### src/rtl/wallace_mac_accumulator.sv
// Registered 16x16 Wallace-tree multiply feeding a block accumulator with valid/ready on both sides.
// Build option SATURATE_EN: clamp the block sum to all-ones on carry-out instead of wrapping.

module wallace_csa (
    input  logic [31:0] i_x,
    input  logic [31:0] i_y,
    input  logic [31:0] i_z,
    output logic [31:0] o_s,
    output logic [31:0] o_c
);
    logic [31:0] w_maj;

    assign o_s   = i_x ^ i_y ^ i_z;
    assign w_maj = (i_x & i_y) | (i_x & i_z) | (i_y & i_z);
    assign o_c   = w_maj << 1;
endmodule

module wallace_mult_16x16 (
    input  logic [15:0] i_a,
    input  logic [15:0] i_b,
    output logic [31:0] o_p
);
    // Row-wise Wallace reduction: 16 -> 11 -> 8 -> 6 -> 4 -> 3 -> 2 rows, then one carry-propagate add.
    // Any carry past bit 31 is dropped; the true 16x16 product always fits in 32 bits.
    logic [31:0] w_l0 [16];
    logic [31:0] w_l1 [11];
    logic [31:0] w_l2 [8];
    logic [31:0] w_l3 [6];
    logic [31:0] w_l4 [4];
    logic [31:0] w_l5 [3];
    logic [31:0] w_l6 [2];

    genvar g;
    generate
        for (g = 0; g < 16; g++) begin : g_pp
            assign w_l0[g] = i_b[g] ? (32'(i_a) << g) : 32'd0;
        end

        for (g = 0; g < 5; g++) begin : g_l1
            wallace_csa u_csa (
                .i_x(w_l0[3*g]), .i_y(w_l0[3*g+1]), .i_z(w_l0[3*g+2]),
                .o_s(w_l1[2*g]), .o_c(w_l1[2*g+1])
            );
        end
        assign w_l1[10] = w_l0[15];

        for (g = 0; g < 3; g++) begin : g_l2
            wallace_csa u_csa (
                .i_x(w_l1[3*g]), .i_y(w_l1[3*g+1]), .i_z(w_l1[3*g+2]),
                .o_s(w_l2[2*g]), .o_c(w_l2[2*g+1])
            );
        end
        assign w_l2[6] = w_l1[9];
        assign w_l2[7] = w_l1[10];

        for (g = 0; g < 2; g++) begin : g_l3
            wallace_csa u_csa (
                .i_x(w_l2[3*g]), .i_y(w_l2[3*g+1]), .i_z(w_l2[3*g+2]),
                .o_s(w_l3[2*g]), .o_c(w_l3[2*g+1])
            );
        end
        assign w_l3[4] = w_l2[6];
        assign w_l3[5] = w_l2[7];

        for (g = 0; g < 2; g++) begin : g_l4
            wallace_csa u_csa (
                .i_x(w_l3[3*g]), .i_y(w_l3[3*g+1]), .i_z(w_l3[3*g+2]),
                .o_s(w_l4[2*g]), .o_c(w_l4[2*g+1])
            );
        end
    endgenerate

    wallace_csa u_csa_l5 (
        .i_x(w_l4[0]), .i_y(w_l4[1]), .i_z(w_l4[2]),
        .o_s(w_l5[0]), .o_c(w_l5[1])
    );
    assign w_l5[2] = w_l4[3];

    wallace_csa u_csa_l6 (
        .i_x(w_l5[0]), .i_y(w_l5[1]), .i_z(w_l5[2]),
        .o_s(w_l6[0]), .o_c(w_l6[1])
    );

    assign o_p = w_l6[0] + w_l6[1];
endmodule

module wallace_mac_accumulator #(
    parameter int ACC_W     = 40,
    parameter int BLOCK_LEN = 16
) (
    input  logic             Clk,
    input  logic             Rst,
    input  logic             In_Valid,
    output logic             In_Ready,
    input  logic [15:0]      A,
    input  logic [15:0]      B,
    output logic             Out_Valid,
    input  logic             Out_Ready,
    output logic [ACC_W-1:0] Acc,
    output logic             Overflow,
    output logic             Busy
);
    // state    | meaning
    // ST_ACCUM | accepting pairs, fewer than BLOCK_LEN taken so far
    // ST_DRAIN | block fully accepted, waiting for the last product to be added
    // ST_HOLD  | completed sum presented on Acc until the consumer takes it
    typedef enum logic [1:0] {ST_ACCUM, ST_DRAIN, ST_HOLD} state_t;

    localparam int               CNT_W    = $clog2(BLOCK_LEN + 1);
    localparam logic [CNT_W-1:0] LAST_IDX = CNT_W'(BLOCK_LEN - 1);

    state_t r_state, w_state_nxt;

    logic [15:0]      r_a, r_b;
    logic             r_op_vld, r_op_last;
    logic [31:0]      w_prod, r_prod;
    logic             r_prod_vld, r_prod_last;
    logic [ACC_W-1:0] r_acc;
    logic             r_ovf_sticky;
    logic             r_sum_last;
    logic [CNT_W-1:0] r_count;
    logic [ACC_W-1:0] r_acc_out;
    logic             r_ovf_out;
    logic             r_out_valid;

    logic             w_in_ready, w_accept, w_load_out, w_out_fire;
    logic [ACC_W:0]   w_sum;
    logic             w_carry;
    logic [ACC_W-1:0] w_acc_nxt;
    logic             w_ovf_nxt;

    wallace_mult_16x16 u_mult (
        .i_a(r_a),
        .i_b(r_b),
        .o_p(w_prod)
    );

    always_comb begin
        w_state_nxt = r_state;
        w_in_ready  = 1'b0;
        w_load_out  = 1'b0;
        case (r_state)
            ST_ACCUM: begin
                w_in_ready = 1'b1;
                if (In_Valid && (r_count == LAST_IDX)) w_state_nxt = ST_DRAIN;
            end
            ST_DRAIN: begin
                if (r_sum_last) begin
                    w_load_out  = 1'b1;
                    w_state_nxt = ST_HOLD;
                end
            end
            ST_HOLD: begin
                if (Out_Ready) w_state_nxt = ST_ACCUM;
            end
            default: w_state_nxt = ST_ACCUM;
        endcase
    end

    assign In_Ready   = w_in_ready && !Rst;
    assign w_accept   = In_Valid && In_Ready;
    assign w_out_fire = r_out_valid && Out_Ready;

    assign w_sum     = {1'b0, r_acc} + {{(ACC_W-31){1'b0}}, r_prod};
    assign w_carry   = w_sum[ACC_W];
    assign w_ovf_nxt = r_ovf_sticky || w_carry;
`ifdef SATURATE_EN
    // Once clamped, the sum stays at all-ones until the block is handed off.
    assign w_acc_nxt = (w_carry || r_ovf_sticky) ? {ACC_W{1'b1}} : w_sum[ACC_W-1:0];
`else
    assign w_acc_nxt = w_sum[ACC_W-1:0];
`endif

    always_ff @(posedge Clk) begin
        if (Rst) begin
            r_state      <= ST_ACCUM;
            r_a          <= '0;
            r_b          <= '0;
            r_op_vld     <= 1'b0;
            r_op_last    <= 1'b0;
            r_prod       <= '0;
            r_prod_vld   <= 1'b0;
            r_prod_last  <= 1'b0;
            r_acc        <= '0;
            r_ovf_sticky <= 1'b0;
            r_sum_last   <= 1'b0;
            r_count      <= '0;
            r_acc_out    <= '0;
            r_ovf_out    <= 1'b0;
            r_out_valid  <= 1'b0;
        end else begin
            r_state <= w_state_nxt;

            r_op_vld  <= w_accept;
            r_op_last <= w_accept && (r_count == LAST_IDX);
            if (w_accept) begin
                r_a <= A;
                r_b <= B;
            end

            r_prod_vld  <= r_op_vld;
            r_prod_last <= r_op_vld && r_op_last;
            if (r_op_vld) r_prod <= w_prod;

            r_sum_last <= r_prod_vld && r_prod_last;

            // The pipeline is empty in HOLD, so clearing on the handshake never drops a product.
            if (w_out_fire) begin
                r_acc        <= '0;
                r_ovf_sticky <= 1'b0;
                r_count      <= '0;
            end else begin
                if (w_accept) r_count <= r_count + CNT_W'(1);
                if (r_prod_vld) begin
                    r_acc        <= w_acc_nxt;
                    r_ovf_sticky <= w_ovf_nxt;
                end
            end

            if (w_load_out) begin
                r_acc_out   <= r_acc;
                r_ovf_out   <= r_ovf_sticky;
                r_out_valid <= 1'b1;
            end else if (w_out_fire) begin
                r_out_valid <= 1'b0;
            end
        end
    end

    assign Out_Valid = r_out_valid;
    assign Acc       = r_acc_out;
    assign Overflow  = r_ovf_out;
    assign Busy      = (r_state != ST_ACCUM) || (r_count != '0) ||
                       r_op_vld || r_prod_vld || r_sum_last;
endmodule

### config.mk
export PLATFORM = sky130hd
export DESIGN_NAME = wallace_mac_accumulator
export DESIGN_NICKNAME = d
export VERILOG_FILES = /design/src/rtl/wallace_mac_accumulator.sv
export SDC_FILE = /design/constraint.sdc
export NUM_CORES = 1
export LEC_CHECK = 0
export BUFFER_PORTS_ARGS = -buffer_cell sky130_fd_sc_hd__buf_2
export CORE_UTILIZATION = 55
export DETAILED_ROUTE_END_ITERATION = 7
export GPL_TIMING_DRIVEN = 1
export HOLD_SLACK_MARGIN = 0.12
export MAX_ROUTING_LAYER = met4
export PLACE_DENSITY_LB_ADDON = 0.12
export SLEW_MARGIN = 20
export SYNTH_ARGS = -nofsm -noshare
export SYNTH_HDL_FRONTEND = slang
export SYNTH_HIERARCHICAL = 1
export SYNTH_SLANG_ARGS = --single-unit
### constraint.sdc
create_clock -name Clk -period 8.8 [get_ports Clk]
set_input_delay 0.44 -clock Clk [delete_from_list [all_inputs] [get_ports Clk]]
set_output_delay 0.44 -clock Clk [all_outputs]
set_load 0.02 [all_outputs]
==> flow_summary.ini, run 1 <==
[critical_path]
r2r_setup_slack_ns = 2.26
cp.required_ns = 9.19
end_kind = flop
critical_path_buf_inv_count = 0
cp.depth = 17
crit_chain = and2_1, fa_1, fa_1, fa_1, fa_1, fa_1, fa_1, ha_1, nand4_1, nor2_1, a221o_1, a311oi_2, nor3_1, a31oi_1, a311oi_1, mux2i_1, nor2_1
cp_data_arrival_time_ns = 6.93
startpoint_type = flop
critPathKind = reg -> reg
startpoint = r_a[14]$_SDFFE_PP0P_
crit_family = adder cells
cpPeakStageDelay_ns = 0.75
cp_slowest_cell = dfxtp_1
crit_fanout = 17
rr_worst_depth = 17
worstReg2RegStart = r_a[14]$_SDFFE_PP0P_
crit_top_cell = fa_1

[sta]
worst_slew_pin_slew_ns = 1.00
maxSlewHeadroom_pct = 33.1
fin_ws_ns = 2.26
tns_ns = 0
fin_crit_sh_pct = 74.3
min_period_ns = 6.54
rsz0062_at_grt = false
finalHoldViolations = 0
setup_viol_count_final = 0
final_max_slew_viol_count = 0
fin_skew_ns = 0.0195
fmax_mhz = 153

[layout]
drive_above_1_share_pct = 6.45
syn_to_final_growth_pct = 10.4
layout.nets = 2710
stdcell_count = 2657

[logic_synthesis]
synthCells = 1926
synth_warnings = 6
ys_seq_area_share_pct = 15.6
ys_async_sr_fraction_pct = 0
yosys.cell_types.count = 81
synth.avg_cell_area_um2 = 10.6
syn_area_um2 = 20300
synth_area_leaders = fa_1 (43%), dfxtp_1 (16%), and2_1 (8.1%), ha_1 (4.1%), nand2_1 (3.2%)
ys_ff_latch = 159
synth_top_flop_cell = dfxtp_1
synth_top_area_cell = fa_1
synth_edf_count = 0
synthDominantCellAreaShare_pct = 42.9

[floorplan]
initial_core_util_pct = 55.7
die_h_um = 194
core_region_area_um2 = 36500
rows = 70
die_area_um2 = 37800
pin_count = 80
die_w_um = 194

[cts]
ctsLongestPathBuffers = 2
worstSkewPairLatency_ns = 0.46
cts_resized = 0
post_cts_buffers = 0
cts_root_buf = clkbuf_16
cts_tree = yes
numClockSinks = 159
cts_made_buffers = 17
cts_hold_buf = 0
htree_levels = 4
clk_pin_slew_ns = 0.08

[global_route]
antenna_found_initial = 4
grt_pass1_vias = 15300
grt_max_degree = 77
grtUsageTotal_pct = 27.2
grt-ovfl-total = 0
grt_pass1_wl_um = 78700

[placement]
io_buffers = 79
place_congestion = 0.902
detailed_place_hpwl_um = 35800
place_ws_ns = 2.38
dp.cells = 2621

[detailed_routing]
drc = 0
drt_wl_total_um = 45300
ant_nets = 0
vias_per_cell = 5.37
drt_iter0_markers = 819
drt-pass1-iter-count = 5
vias = 14300
wl_per_cell_um = 17.1

[power_and_ir_drop]
power_density_nw_per_um2 = 391
ir_worst_vdd_mv = 0.497
p_leak_nw = 10.8

[worst_hold_path]
min_path_type = in -> reg
worstHoldStart = A[13]
min_delay_path_depth = 3

[outcome]
status = finished clean

[run]
max_cap_viol_count = 0
[cells in the final DEF, fill, tap and decap left out, drive strengths merged, types with 7 or more instances in the layout]
cell type and instances:
o2111ai 7, inv 25, mux2i 49, or4 7
nand3 26, o211ai 14, xor2 26, dfxtp 159
buf 86, clkinv 7, fa 436, xor3 14
o21ai 72, nand2b 34, xnor2 29, ha 66
nor2b 7, a211oi 9, a21oi 104, nand2 173
a21o 33, nor2 104, clkbuf 19, o21a 8
nor3 14, conb 270, and2 263, nand4 19
a31oi 13, o21bai 7
[path summary, 6_finish.rpt]
kind,end
max,r_prod[26]$_SDFFE_PP0P_
min,r_a[13]$_SDFFE_PP0P_
max reg2reg,r_prod[26]$_SDFFE_PP0P_
min reg2reg,r_sum_last$_SDFF_PP0_
[metrics by stage]
stage / power, mW / hold slack, ns / utilization [%] / cell area [um2]
3_5_place_dp: 7.81 / 0.419 / 59.8 / 21900
2_1_floorplan: 6.56 / 0.404 / - / 21300
4_1_cts: 8.62 / 0.162 / 61.5 / 22400
5_1_grt: 9.74 / 0.189 / 61.5 / 22500
3_3_place_gp: 7.78 / 0.411 / 59.8 / 21900
6_report: 8.78 / 0.178 / 61.5 / 22500
[layout make-up]
class	count	area, um2
Clock inverter	13	150
Clock buffer	19	443
Inverter	21	78.8
Timing Repair Buffer	86	450
Tap cell	468	586
Multi-Input combinational cell	1887	17600
Antenna cell	4	10.0
Fill cell	3117	14100
Sequential cell	159	3180
[synthesized netlist by cell type (7+ instances only)]
| master | instances |
|---|---|
| a211oi_1 | 8 |
| a21o_1 | 33 |
| a21oi_1 | 104 |
| a31oi_1 | 11 |
| and2_1 | 262 |
| buf_4 | 14 |
| clkbuf_1 | 90 |
| conb_1 | 15 |
| dfxtp_1 | 159 |
| fa_1 | 436 |
| ha_1 | 66 |
| inv_1 | 20 |
| mux2i_1 | 49 |
| nand2_1 | 173 |
| nand2b_1 | 34 |
| nand3_1 | 26 |
| nand4_1 | 19 |
| nor2_1 | 104 |
| nor3_1 | 14 |
| o211ai_1 | 12 |
| o21a_1 | 8 |
| o21ai_0 | 71 |
| o21bai_1 | 7 |
| or4_1 | 7 |
| xnor2_1 | 29 |
| xor2_1 | 26 |
| xor3_1 | 14 |
[sequential cells by signal, indices dropped and copies added (netlist names), 2 cells and up]
register  flops
Acc          40
r_a          16
r_acc        40
r_b          16
r_count       5
r_prod       32
r_state       2
[power by group]
part           switching (mW)  internal, mW  total [mW]
sequential             0.0927         0.789       0.882
clock                   0.349         0.409       0.758
combinational            3.92          3.21        7.14
total                    4.36          4.41        8.78
[worst register-to-register path: stages, from the launching register on]
cell,delay (ns)
dfxtp_1,0.75
and2_1,0.26
fa_1,0.45
fa_1,0.57
fa_1,0.56
fa_1,0.54
fa_1,0.53
fa_1,0.49
ha_1,0.44
nand4_1,0.23
nor2_1,0.26
a221o_1,0.23
a311oi_2,0.06
nor3_1,0.36
a31oi_1,0.14
a311oi_1,0.37
mux2i_1,0.13
nor2_1,0.10
[routing by layer]
layer / vias up / wire length [um] / GRT usage [%]
li1: 6634 / - / -
met1: 7260 / 19700 / 36.0
met2: 327 / 22600 / 44.0
met3: 57 / 2130 / 4.29
met4: 0 / 937 / 6.97
met5: - / 0 / -
[cells by family after synthesis]
kind of cell | Yosys count | share of synthesized area [%]
AOI/OAI and AO/OA | 318 | 10.4
muxes | 50 | 2.47
and+or+nand+nor | 678 | 17.4
xor gates and xnor gates | 69 | 4.00
DFF | 159 | 15.6
buffers and inverters | 135 | 2.83
adders and majority gates | 502 | 47.0
other | 15 | 0.277
No activity file was read; power rests on OpenSTA's default activity.
==> inputs of run 2 (changes only) <==
==> constraint.sdc (replaced) <==
create_clock -name Clk -period 6.2 [get_ports Clk]
set_input_delay 0.31 -clock Clk [delete_from_list [all_inputs] [get_ports Clk]]
set_output_delay 0.31 -clock Clk [all_outputs]
set_load 0.02 [all_outputs]
==> run 2 against run 1 <==
Register-to-register slack lost 2.0 ns; combinational power grew 51%; critical path depth grew 1; count of clock-buffer cells in the layout shrank 2; critical endpoint is now r_prod[18]$_SDFFE_PP0P_; critical path type unchanged; fmax grew 9.5%; largest cell class unchanged; first-iteration DRC count shrank 7.1%; utilization grew 2.6 points; global-route usage grew 0.85 points; final cell count grew 3.6%; worst hold slack lost 0.011 ns.
==> flow_summary.ini, run 2 (synthesis gave the netlist of run 1 again) <==
[outcome]
status = finished clean

[cts]
cts_made_buffers = 17
post_cts_buffers = 0
cts_root_buf = clkbuf_16
clk_pin_slew_ns = 0.08
cts_tree = yes
numClockSinks = 159
htree_levels = 4
worstSkewPairLatency_ns = 0.46
ctsLongestPathBuffers = 2

[critical_path]
end_kind = flop
rr_worst_depth = 18
startpoint = r_b[0]$_SDFFE_PP0P_
startpoint_type = flop
critPathKind = reg -> reg
crit_fanout = 10
cp.required_ns = 6.52
cp_data_arrival_time_ns = 6.30
cp-endpoint = r_prod[18]$_SDFFE_PP0P_
worstReg2RegStart = r_b[0]$_SDFFE_PP0P_
r2r_setup_slack_ns = 0.23
r2r_end = r_prod[18]$_SDFFE_PP0P_

[floorplan]
die_area_um2 = 37800
initial_core_util_pct = 55.7
core_region_area_um2 = 36500
pin_count = 80
die_w_um = 194
die_h_um = 194
rows = 70

[placement]
place_ws_ns = 0.0824
io_buffers = 79
place_congestion = 0.919
detailed_place_hpwl_um = 37700

[sta]
fin_crit_sh_pct = 96.3
finalHoldViolations = 0
worst_slew_pin_slew_ns = 0.940
min_period_ns = 5.97
setup_viol_count_final = 0
fin_skew_ns = 0.0200
fin_ws_ns = 0.227
final_max_slew_viol_count = 0
maxSlewHeadroom_pct = 37.3
tns_ns = 0
fmax_mhz = 167

[worst_hold_path]
min_delay_path_depth = 4
min_path_type = in -> reg
worstHoldStart = Out_Ready

[power_and_ir_drop]
seq_power_share_pct = 9.3
power_mw = 13.2
p_int_mw = 6.78
p_clk_share_pct = 8.5
pwr-share-comb_pct = 82.3
p_leak_nw = 11.3
ir_worst_vdd_mv = 0.671
power_density_nw_per_um2 = 563
swShare_pct = 48.5
power_switching_mw = 6.39

[detailed_routing]
drt_wl_total_um = 47000
wl_per_cell_um = 17.1
vias = 14600
vias_per_cell = 5.31
drt-pass1-iter-count = 5
ant_nets = 0
drt_iter0_markers = 761
drc = 0

[run]
max_cap_viol_count = 0

[layout]
drive_above_1_share_pct = 10.3
nFillCells = 3013
layout.nets = 2807
syn_to_final_growth_pct = 15.1
final_common_cell = fa_1
final_cell_mix = fa_1 (435), conb_1 (270), and2_1 (261), nand2_1 (173), dfxtp_1 (137)

[global_route]
grt_max_degree = 78
grt_pass1_vias = 15700
antenna_found_initial = 2
grt_pass1_wl_um = 81500
grtUsageTotal_pct = 28.1
grt-ovfl-total = 0
run 2: per-stage QoR:
step	cell area, um2	std cells	utilization (%)	hold WS, ns
final	23400	2753	64.1	0.167
after global routing	23400	2752	64.1	0.177
after CTS	23300	2750	63.9	0.153
after detailed placement	22400	2685	61.3	0.415
after global placement	22400	2685	61.3	0.413
after floorplan	21300	2181	-	0.404
run 2: critical path, cell delays in order (launching register included):
cell and delay (ns):
dfxtp_2 0.37, buf_4 0.18, and2_1 0.18, fa_1 0.51, fa_1 0.56, fa_1 0.55, fa_1 0.55, fa_1 0.53
fa_1 0.43, ha_1 0.35, a21oi_1 0.22, a21bo_2 0.20, o211ai_4 0.13, a31o_2 0.30, a31oi_1 0.25, o21ai_0 0.14
xor2_1 0.17, mux2i_1 0.16, nor2_1 0.06
run 2: how the worst min path moves through the flow:
stage / to
floorplan: r_sum_last$_SDFF_PP0_
global placement: r_sum_last$_SDFF_PP0_
detailed placement: r_prod_last$_SDFF_PP0_
CTS: r_state[1]$_SDFFE_PP0P_
global route: Out_Valid$_SDFFE_PP0P_
finish: r_state[1]$_SDFFE_PP0P_
run 2: layout make-up:
class,instances,area (um2),share of cell area (%)
diodes,3,7.51,0.0321
clock buffers,17,425,1.82
clock inverters,15,186,0.796
inverters,21,78.8,0.337
multi-input cells,1887,17600,75.1
flip-flops and latches,159,3210,13.7
well taps,468,586,2.50
repair buffers,183,1330,5.67
run 2: what timing repair did:
| action | 4_1_cts | 5_1_grt |
|---|---|---|
| resized for setup | 0 | 33 |
| hold endpoints to repair | 33 | 0 |
| endpoints found under the setup margin | 0 | 15 |
| hold buffers | 33 | 0 |
run 2: power by group through the flow:
stage,registers [mW],clock network (mW),logic (mW)
floorplan,1.19,0,8.12
global placement,1.24,0,10.2
detailed placement,1.24,0,10.3
CTS,1.22,1.14,10.4
global route,1.23,1.18,12.2
finish,1.22,1.12,10.8
run 2: routing by layer:
layer | vias up | track usage (%) | share of wire [%]
met5 | - | - | 0
met4 | 0 | 5.85 | 1.3
met3 | 38 | 3.18 | 3.3
met2 | 251 | 47.0 | 51
met1 | 7500 | 37.1 | 44
li1 | 6835 | - | -
==> inputs of run 3 (changes only) <==
--- a/config.mk
+++ b/config.mk
@@ -6,7 +6,9 @@
 export NUM_CORES = 1
 export LEC_CHECK = 0
 export BUFFER_PORTS_ARGS = -buffer_cell sky130_fd_sc_hd__buf_2
-export CORE_UTILIZATION = 55
+export CELL_PAD_IN_SITES_DETAIL_PLACEMENT = 0
+export CELL_PAD_IN_SITES_GLOBAL_PLACEMENT = 1
+export CORE_UTILIZATION = 52
 export DETAILED_ROUTE_END_ITERATION = 7
 export GPL_TIMING_DRIVEN = 1
 export HOLD_SLACK_MARGIN = 0.12
==> constraint.sdc (replaced) <==
create_clock -name Clk -period 6.2 [get_ports Clk]
set_input_delay 0 -clock Clk [delete_from_list [all_inputs] [get_ports Clk]]
set_output_delay 0 -clock Clk [all_outputs]
set_load 0.02 [all_outputs]
==> run 3 against run 2 <==
Sequential power hardly changed; worst setup slack worse by 0.0016 ns; fmax hardly changed; via count is 0.99% lower; utilization is 3.8 points lower; combinational power hardly changed; largest power group unchanged.
==> flow_summary.ini, run 3 (synthesis gave the netlist of run 1 again) <==
[critical_path]
crit_top_cell = fa_1
critPathKind = reg -> reg
rr_worst_depth = 18
cp.depth = 18
crit_fanout = 12
crit_family = adder cells
r2r_setup_slack_ns = 0.23
worstReg2RegStart = r_a[15]$_SDFFE_PP0P_
end_kind = flop
cp_slowest_cell = fa_1
cp_data_arrival_time_ns = 6.30
r2r_end = r_prod[30]$_SDFFE_PP0P_
startpoint_type = flop
startpoint = r_a[15]$_SDFFE_PP0P_
critical_path_buf_inv_count = 1
cpPeakStageDelay_ns = 0.59
cp.required_ns = 6.52
crit_chain = buf_4, and2_1, fa_1, fa_1, fa_1, fa_1, fa_1, fa_1, ha_1, nand2_1, nor2_1, a221o_1, a311oi_2, nor3_2, a211oi_2, xnor2_1, mux2i_1, nor2_1

[cts]
numClockSinks = 159
ctsLongestPathBuffers = 2
post_cts_buffers = 0
cts_made_buffers = 17
clk_pin_slew_ns = 0.06
htree_levels = 4
worstSkewPairLatency_ns = 0.47
cts_root_buf = clkbuf_16
cts_tree = yes

[sta]
rsz0062_at_grt = false
fin_skew_ns = 0.0152
whs_ns = 0.267
setup_viol_count_final = 0
final_max_slew_viol_count = 0
fin_crit_sh_pct = 96.4
min_period_ns = 5.97
maxSlewHeadroom_pct = 29.3
fmax_mhz = 167
worst_slew_pin_slew_ns = 1.06
fin_ws_ns = 0.225
tns_ns = 0
finalHoldViolations = 0

[worst_hold_path]
min_delay_path_depth = 4
worstHoldStart = A[0]
min_path_type = in -> reg
whs_endpoint = r_a[0]$_SDFFE_PP0P_

[layout]
layout.nets = 2794
drive_above_1_share_pct = 9.70
final_common_cell = fa_1
final_cell_mix = fa_1 (434), conb_1 (270), and2_1 (261), nand2_1 (173), dfxtp_1 (137)
syn_to_final_growth_pct = 14.6
stdcell_area_um2 = 23300
diodes = 0

[placement]
placedInstanceArea_um2 = 22300
detailed_place_hpwl_um = 37700
io_buffers = 79
place_ws_ns = -0.0502
place_congestion = 0.891

[global_route]
grt_pass1_vias = 15500
grt-ovfl-total = 0
grt_max_degree = 83
grt_pass1_wl_um = 80300
grtUsageTotal_pct = 26.9
antenna_found_initial = 0

[detailed_routing]
drt_wl_total_um = 46700
ant_nets = 0
wl_per_cell_um = 16.8
drc = 0
vias = 14500
vias_per_cell = 5.20
drt_iter0_markers = 814
drt-pass1-iter-count = 5

[power_and_ir_drop]
p_leak_nw = 11.2
ir_worst_vdd_mv = 0.714
power_density_nw_per_um2 = 558

[floorplan]
initial_core_util_pct = 52.7
core_region_area_um2 = 38600
die_h_um = 200
pin_count = 80
rows = 72
die_area_um2 = 39900
die_w_um = 200

[run]
max_cap_viol_count = 0

[outcome]
status = finished clean
run 3: where the power goes:
group	switching, mW	internal [mW]
registers	0.107	1.12
clock network	0.461	0.606
logic	5.71	5.02
run 3: metrics by stage:
| step | power (mW) | utilization [%] | cells |
|---|---|---|---|
| final | 13.0 | 60.4 | 2787 |
| after detailed placement | 11.4 | 57.7 | 2720 |
| after CTS | 12.6 | 60.1 | 2787 |
| after global placement | 11.4 | 57.7 | 2720 |
| after floorplan | 9.31 | - | 2181 |
| after global routing | 14.5 | 60.4 | 2787 |
run 3: what timing repair did:
item / in CTS / in global routing
gates cloned: 0 / 0
pin swaps: 0 / 2
resized for setup: 4 / 35
hold endpoints to repair: 64 / 0
setup endpoints to repair: 5 / 15
hold buffers: 35 / 0
run 3: worst max-delay path by stage:
stage                                         end  slack [ns]
after floorplan           r_prod[30]$_SDFFE_PP0P_        0.39
after global placement    r_prod[31]$_SDFFE_PP0P_       -0.04
after detailed placement  r_prod[27]$_SDFFE_PP0P_       -0.05
after CTS                 r_prod[27]$_SDFFE_PP0P_       0.004
after global routing      r_prod[31]$_SDFFE_PP0P_       0.004
final                     r_prod[30]$_SDFFE_PP0P_        0.23
run 3: per-layer routing:
metal,up-vias,GRT usage [%],wire (um)
met5,-,-,0
met4,0,6.11,665
met3,35,3.85,1570
met2,247,44.0,23400
met1,7416,35.6,21100
li1,6781,-,-
run 3: worst min-delay path, cell delays in order:
cell,delay [ns]
dlygate4sd3_1,0.52
buf_2,0.09
nand2_1,0.03
o21ai_0,0.05
run 3: cell type report:
class / instances / area [um2]
clock buffer: 21 / 450
fill: 3274 / 15300
clock inverter: 11 / 130
timing repair buffer: 170 / 1180
multi-input combinational: 1887 / 17600
inverter: 21 / 78.8
tap: 518 / 648
sequential: 159 / 3220
